==> config.mk <==
export PLATFORM = sky130hd
export DESIGN_NAME = pipe_reg_stage
export DESIGN_NICKNAME = d
export VERILOG_FILES = /design/src/rtl/pipe_reg_stage.sv
export SDC_FILE = /design/constraint.sdc
export NUM_CORES = 1
export LEC_CHECK = 0
export CELL_PAD_IN_SITES_DETAIL_PLACEMENT = 1
export CELL_PAD_IN_SITES_GLOBAL_PLACEMENT = 1
export CORE_MARGIN = 1.5
export CORE_UTILIZATION = 45
export CTS_BUF_LIST = sky130_fd_sc_hd__clkbuf_8
export DETAILED_ROUTE_END_ITERATION = 7
export GPL_ROUTABILITY_DRIVEN = 0
export PLACE_DENSITY_LB_ADDON = 0.1
export SETUP_SLACK_MARGIN = 0.4
export SLEW_MARGIN = 15
export SYNTH_ARGS = -nofsm -noshare
export SYNTH_HDL_FRONTEND = slang
export SYNTH_SLANG_ARGS = --single-unit
==> constraint.sdc <==
create_clock -name clk -period 2.9 [get_ports clk]
set_clock_uncertainty 0.2 [all_clocks]
set_input_delay 0.58 -clock clk [delete_from_list [all_inputs] [get_ports clk]]
set_output_delay 0.58 -clock clk [all_outputs]
set_load 0.01 [all_outputs]
==> src/rtl/pipe_reg_stage.sv <==
// Parametrised valid/ready register pipeline with bubble collapse, flush and occupancy count.
// Each stage advances whenever the stage downstream of it is empty or is itself advancing.
module pipe_reg_stage #(
    parameter int               WIDTH      = 8,
    parameter int               DEPTH      = 4,
    parameter logic [WIDTH-1:0] RESET_VAL  = '0,
    parameter bit               FLUSH_DATA = 1'b0
) (
    input  logic                       clk,
    input  logic                       rst,
    input  logic                       in_valid,
    output logic                       in_ready,
    input  logic [WIDTH-1:0]           in_data,
    output logic                       out_valid,
    input  logic                       out_ready,
    output logic [WIDTH-1:0]           out_data,
    input  logic                       flush,
    output logic [$clog2(DEPTH+1)-1:0] count
);
    localparam int CW = $clog2(DEPTH + 1);

    logic [WIDTH-1:0] data_q [DEPTH];
    logic [DEPTH-1:0] vld_q;
    logic [DEPTH-1:0] rdy;
    logic [CW-1:0]    count_q;
    logic             accept;
    logic             consume;

    // Ready ripples back from the output: a stage can load if it is empty or its
    // downstream neighbour can load. Walking downward keeps each bit written before read.
    // NOTE: always_comb gives rdy a full default first so no path leaves it unassigned (no latch).
    always_comb begin
        rdy          = '0;
        rdy[DEPTH-1] = out_ready | ~vld_q[DEPTH-1];
        for (int i = DEPTH - 2; i >= 0; i--) begin
            rdy[i] = rdy[i+1] | ~vld_q[i];
        end
    end

    assign in_ready  = rdy[0] & ~flush & rst;
    assign out_valid = vld_q[DEPTH-1];
    assign out_data  = data_q[DEPTH-1];
    assign count     = count_q;
    assign accept    = in_valid & in_ready;
    assign consume   = out_valid & out_ready;

    // Valid bits and occupancy; reset wins over flush, flush wins over any transfer.
    // NOTE: state registers use non-blocking assignments so every stage samples pre-edge values.
    always_ff @(posedge clk) begin
        if (!rst || flush) begin
            vld_q   <= '0;
            count_q <= '0;
        end else begin
            if (rdy[0]) vld_q[0] <= in_valid;
            for (int i = 1; i < DEPTH; i++) begin
                if (rdy[i]) vld_q[i] <= vld_q[i-1];
            end
            if (accept && !consume)      count_q <= count_q + CW'(1);
            else if (consume && !accept) count_q <= count_q - CW'(1);
        end
    end

    // Data only moves with a valid word, so empty stages never toggle.
    // NOTE: the data array is a set of flops, not RAM, so resetting it to RESET_VAL is legal and cheap.
    always_ff @(posedge clk) begin
        if (!rst || (flush && FLUSH_DATA)) begin
            for (int i = 0; i < DEPTH; i++) data_q[i] <= RESET_VAL;
        end else if (!flush) begin
            if (rdy[0] && in_valid) data_q[0] <= in_data;
            for (int i = 1; i < DEPTH; i++) begin
                if (rdy[i] && vld_q[i-1]) data_q[i] <= data_q[i-1];
            end
        end
    end
endmodule
==> metrics.txt, run 1 <==
initial core utilization 0.484; clock power share 0.310; ys async rst share 0; Max Cap Viol 0; Fillers roughly 340; Sink Count 39; Post-DRT Antenna Nets 0; Die Height 63.6 µm; post-synthesis sequential area ratio 0.667; post-DP HPWL 1.95 mm; worst skew pair latency 0.27 ns; post-synthesis cell area around 0.0017 mm²; initial antenna violation count 0; Synth top area share 0.582; critical path class input pin to register; CP max stage cell fa_2; Req. time, crit path approximately 2.9 ns; Layout Area Growth over Synthesis 26.1%; Final min period 2.40 ns; Seq cells post-synth 39; Detailed Routing Iterations Pass 1 4; final hold slack 0.300 ns; NetSw 200 µW; Pleak 0.000805 µW; total CTS buffers 5; syn_area_per_cell around 14 µm²; drt drc 0; part of the power in registers 0.616; width of the die 63.6 µm; Tcrit/Tclk final 0.828; largest cells by area after synthesis edfxtp_1, and2_1, dfxtp_1, buf_4, nor2_1; vias in the first global route 1068; combinational power share 0.074; VDD IR max 0.348 mV; Post-synth EDFFs 32; hold-fix buffers at CTS 0; CTS tree done; post-layout util 0.610; Distinct cells, synth 23; routed vias/inst ~4.7; PortBufs 25; DR WL/cell 12.4 µm; die area 0.00404 mm²; commonest cells in the netlist and2_1, edfxtp_1, nor2_1, buf_4, dfxtp_1; root buffer cell clkbuf_8; worst-path fanout max 4; CP Cell Sequence buf_4 -> and4b_4 -> a211oi_4 -> ha_2 -> inv_2 -> fa_2 -> xor2_2 -> or3_1 -> a21oi_1; Iter 0 DRT Violations 20; Worst slew margin 0.765; Worst setup SP type input pin; most frequent cell after synthesis and2_1; CTS clk-pin slew, worst paths 0.07 ns; PwrDens 494 mW/mm²; CP endpoint kind register; largest net degree at the start of global routing 12; Hold Crit Class register to register; DR vias roughly 950; design internal power 830 µW; Worst-Margin Slew roughly 0.35 ns; CP arrival 2.41 ns; Gate Count Post-Synth around 120; core area between 0.003 and 0.004 mm²; status completed; ratio of cells with drive above 1 in the final layout 0.224; switching part of the total power 0.194; # diodes 0; I/O pin count 26; Synthesized Nets 133; NumNets Final 171; first-pass GRT wire length 4.61 mm; number of placement rows 21; H-tree depth 2; dominant synthesized flop cell edfxtp_1; Max clock buf depth 2; Final setup viols 0; Max Slew Vio Count 0; dominant cell type by area after synthesis edfxtp_1; Yosys warning count 0; Routed Wire Length roughly 2.5 mm; RSZ-0062 raised after global routing false; total track usage 0.149; GR Overflow Total 0; Worst path max stage delay 0.37 ns; Max Clock Freq 0.416 GHz; final hold violation count 0
==> power groups by stage <==
stage / clock (µW) / sequential, µW / combinational (µW)
6_report: 319 / 634 / 76.5
2_1_floorplan: 0 / 645 / 34.5
3_5_place_dp: 0 / 647 / 74.2
3_3_place_gp: 0 / 645 / 70.1
4_1_cts: 330 / 634 / 76.0
5_1_grt: 349 / 636 / 84.0
==> state kept, by name (all words and copies together), names as in the netlist <==
| register | flops |
|---|---|
| data_q | 32 |
| vld_q | 4 |
| count | 3 |
==> per-layer routing <==
metal	track usage	part of all wire	vias up
met2	0.288	0.56	23
met3	0.0411	0.047	2
met5	0	0	-
met1	0.153	0.38	456
li1	-	-	468
met4	0.0489	0.0076	0
==> worst max-delay path, delay by kind of cell <==
kind                     cells  cell delay (ns)
AND/OR/NAND/NOR              2             0.55
adder cells (fa/ha/maj)      2             0.61
buffers and inverters        2             0.14
XOR/XNOR                     1             0.19
AO/OA/AOI/OAI                2             0.35
==> final cells by class <==
class | instances | area [µm²] | area share
repair buffers | 40 | 348 | 0.167
clock buffers | 5 | 68.8 | 0.0330
well taps | 46 | 57.6 | 0.0276
inverters | 4 | 15.0 | 0.00721
multi-input cells | 66 | 484 | 0.232
flip-flops and latches | 39 | 1100 | 0.529
clock inverters | 2 | 8.76 | 0.00420
==> through the flow <==
stage                     power (µW)  cells  setup TNS (ns)  worst slack [ns]  instance area, µm²
after global placement           715    190         -0.0494           -0.0476                1970
final                           1030    202               0             0.498                2080
after CTS                       1040    200               0             0.424                2070
after floorplan                  680    118               0             0.406                1660
after detailed placement         721    190          -0.187            -0.173                1970
after global routing            1070    202               0             0.421                2080
==> layout by cell type, fill, tap and decap left out, types with 2 or more instances in the layout <==
| cell | Yosys | routed |
|---|---|---|
| a21oi_1 | 2 | 2 |
| and2_1 | 33 | 33 |
| buf_4 | 8 | 16 |
| clkbuf_2 | 0 | 2 |
| clkbuf_8 | 0 | 5 |
| clkdlybuf4s50_1 | 0 | 20 |
| dfxtp_1 | 7 | 7 |
| dlygate4sd2_1 | 0 | 2 |
| edfxtp_1 | 32 | 32 |
| inv_1 | 4 | 2 |
| inv_2 | 0 | 2 |
| nor2_1 | 10 | 10 |
| nor3_4 | 2 | 2 |
| o21ai_0 | 2 | 2 |
| o31ai_1 | 3 | 3 |
==> path summary, 6_finish.rpt <==
| check | from | endpoint | slack, ns | depth (start not counted) |
|---|---|---|---|---|
| hold / removal | count[2]$_SDFFE_PP0P_ | count[2]$_SDFFE_PP0P_ | 0.30 | 2 |
| setup / recovery | out_ready | count[2]$_SDFFE_PP0P_ | 0.50 | 9 |
| setup reg to reg | vld_q[3]$_SDFFE_PP0P_ | count[2]$_SDFFE_PP0P_ | 0.53 | 8 |
| hold reg to reg | count[2]$_SDFFE_PP0P_ | count[2]$_SDFFE_PP0P_ | 0.30 | 2 |
==> what timing repair did <==
| item | 4_1_cts | 5_1_grt |
|---|---|---|
| pin swaps | 3 | 6 |
| setup endpoints to repair | 3 | 1 |
| buffers inserted | 3 | 2 |
| gates resized for setup | 10 | 8 |
==> cells by family (layout without fill, tap and decap cells) <==
| group | Yosys count | in the layout | share of synthesized area |
|---|---|---|---|
| adders and majority gates | 2 | 2 | 0.0197 |
| and+or+nand+nor | 53 | 53 | 0.207 |
| xor gates and xnor gates | 2 | 2 | 0.0106 |
| DFF | 39 | 39 | 0.667 |
| buffers and inverters | 13 | 51 | 0.0523 |
| AOI/OAI and AO/OA | 8 | 8 | 0.0379 |
| muxes | 1 | 1 | 0.00606 |
Note: power is estimated with default switching activity, not from simulation.
==> run 2, diff against run 1 <==
- clock period: 2.9 -> 2.5 ns (I/O delays scaled with it)
==> metrics.txt, run 2 (synthesized netlist as in run 1, its figures left out) <==
GR Overflow Total 0; worst-path fanout max 2; PwrDens 621 mW/mm²; Final TNS setup 0 ns; Worst-Margin Slew 0.355 ns; NetSw 270 µW; post-DP HPWL approximately 2.1 mm; total CTS buffers 5; total track usage 0.163; kind of cell adding the most delay to the critical path adder cells; design internal power between 1000 and 1500 µW; first-pass GRT wire length around 5.0 mm; Reg area about 0.0011 mm²; routed vias/inst a little under 5; pre-CTS setup slack -0.459 ns; max reg flops 32; worst skew pair latency between 0.2 and 0.3 ns; post-layout util 0.633; Final min period 2.28 ns; area of the multi-input gates 492 µm²; initial core utilization 0.484; ratio of cells with drive above 1 in the final layout 0.280; Detailed Routing Iterations Pass 1 3; final hold violation count 0; critical path class input pin to register; Largest Register data_q; CTS clk-pin slew, worst paths 0.08 ns; Max Slew Vio Count 0; VDD IR max approximately 0.41 mV; CP arrival 2.31 ns; Routed Wire Length 2.93 mm; CP endpoint kind register; commonest non-fill, non-tap cells in the layout and2_1, edfxtp_1, clkdlybuf4s50_1, buf_4, nor2_1; RSZ-0062 raised after global routing true; PortBufs 25; Critical path buffers and inverters 2; switching part of the total power 0.201; Layout Area Growth over Synthesis 31.0%; NumNets Final 175; Final setup viols 0; CP Cell Sequence clkdlybuf4s15_1 -> nand2b_4 -> a211oi_4 -> ha_2 -> inv_2 -> fa_2 -> xor2_2 -> or3_1 -> a21oi_1; Power Total between 1000 and 1500 µW; Req. time, crit path 2.53 ns; number of placement rows 21; clock power share 0.385; Max clock buf depth 2; hold-fix buffers at CTS 0; Worst slew margin 0.762; H-tree depth 2; Sink Count 39; final hold slack 0.306 ns; Max Clock Freq 0.438 GHz; Pleak 0.000844 µW; Worst setup SP type input pin; status completed; combinational power share 0.068; I/O pin count 26; Worst path max stage delay approximately 0.35 ns; die area 0.00404 mm²; Iter 0 DRT Violations 8; # diodes 0; Post-DRT Antenna Nets 0; part of the power in registers 0.547; fin worst setup slack 0.219 ns; Die Height 63.6 µm; reg-to-reg setup timing slack around 0.22 ns; CTS tree done; Hold Crit Class register to register; DR vias between 900 and 1000; CP max stage cell fa_2; width of the die about 64 µm; largest net degree at the start of global routing 14; initial antenna violation count 0; drt drc 0; Max Cap Viol 0; core area 0.00342 mm²; Fillers between 300 and 400; DR WL/cell about 14 µm; Tcrit/Tclk final 0.912; root buffer cell clkbuf_8; vias in the first global route about 1100
==> run 2: changes by cell type in the layout (fill, tap and decap cells not counted), moves of 2 or more <==
cell,previous run,this run
buf_4,16,19
clkdlybuf4s15_1,0,2
dfxtp_1,7,4
dfxtp_2,0,3
==> run 2: worst min-delay path: stages, from the launching register on <==
cell     delay [ns]
dfxtp_2        0.35
nor2_1         0.06
nor2_1         0.07
==> run 2: timing repair <==
item / CTS / global route
hold endpoints to repair: 0 / 0
pin swaps: 3 / 2
setup buffers: 4 / 2
cloned: 0 / 0
endpoints found under the setup margin: 12 / 3
gates resized for setup: 14 / 5
==> run 2: layout make-up <==
type                            count  area share
Multi-Input combinational cell     66       0.227
Sequential cell                    39       0.511
Clock inverter                      3      0.0202
Timing Repair Buffer               44       0.176
Inverter                            4     0.00694
Clock buffer                        5      0.0318
Tap cell                           46      0.0266
==> run 2: stage by stage <==
stage | instances | cell area [µm²]
6_report | 207 | 2160
5_1_grt | 207 | 2160
4_1_cts | 205 | 2150
3_5_place_dp | 193 | 2000
3_3_place_gp | 193 | 2000
2_1_floorplan | 118 | 1660
==> run 2: final timing paths <==
kind                              start                    end  depth (start not counted)
setup reg to reg  vld_q[3]$_SDFFE_PP0P_  count[2]$_SDFFE_PP0P_                          8
hold reg to reg   vld_q[1]$_SDFFE_PP0P_  vld_q[2]$_SDFFE_PP0P_                          2
setup / recovery                  flush  count[2]$_SDFFE_PP0P_                          9
hold / removal    vld_q[1]$_SDFFE_PP0P_  vld_q[2]$_SDFFE_PP0P_                          2
==> run 2: power by group through the flow <==
stage / Sequential (µW) / Clock (µW) / Combinational, µW
final: 736 / 518 / 90.9
after global routing: 738 / 547 / 98.8
after CTS: 736 / 520 / 91.0
after detailed placement: 751 / 0 / 88.9
after global placement: 748 / 0 / 83.3
after floorplan: 748 / 0 / 40.8
==> run 2: routing by layer <==
layer / GRT usage / part of all wire / vias up
met2: 0.321 / 0.57 / 24
met1: 0.168 / 0.38 / 492
met5: 0 / 0 / -
met4: 0.0489 / 0.0048 / 0
li1: - / - / 479
met3: 0.0375 / 0.043 / 2
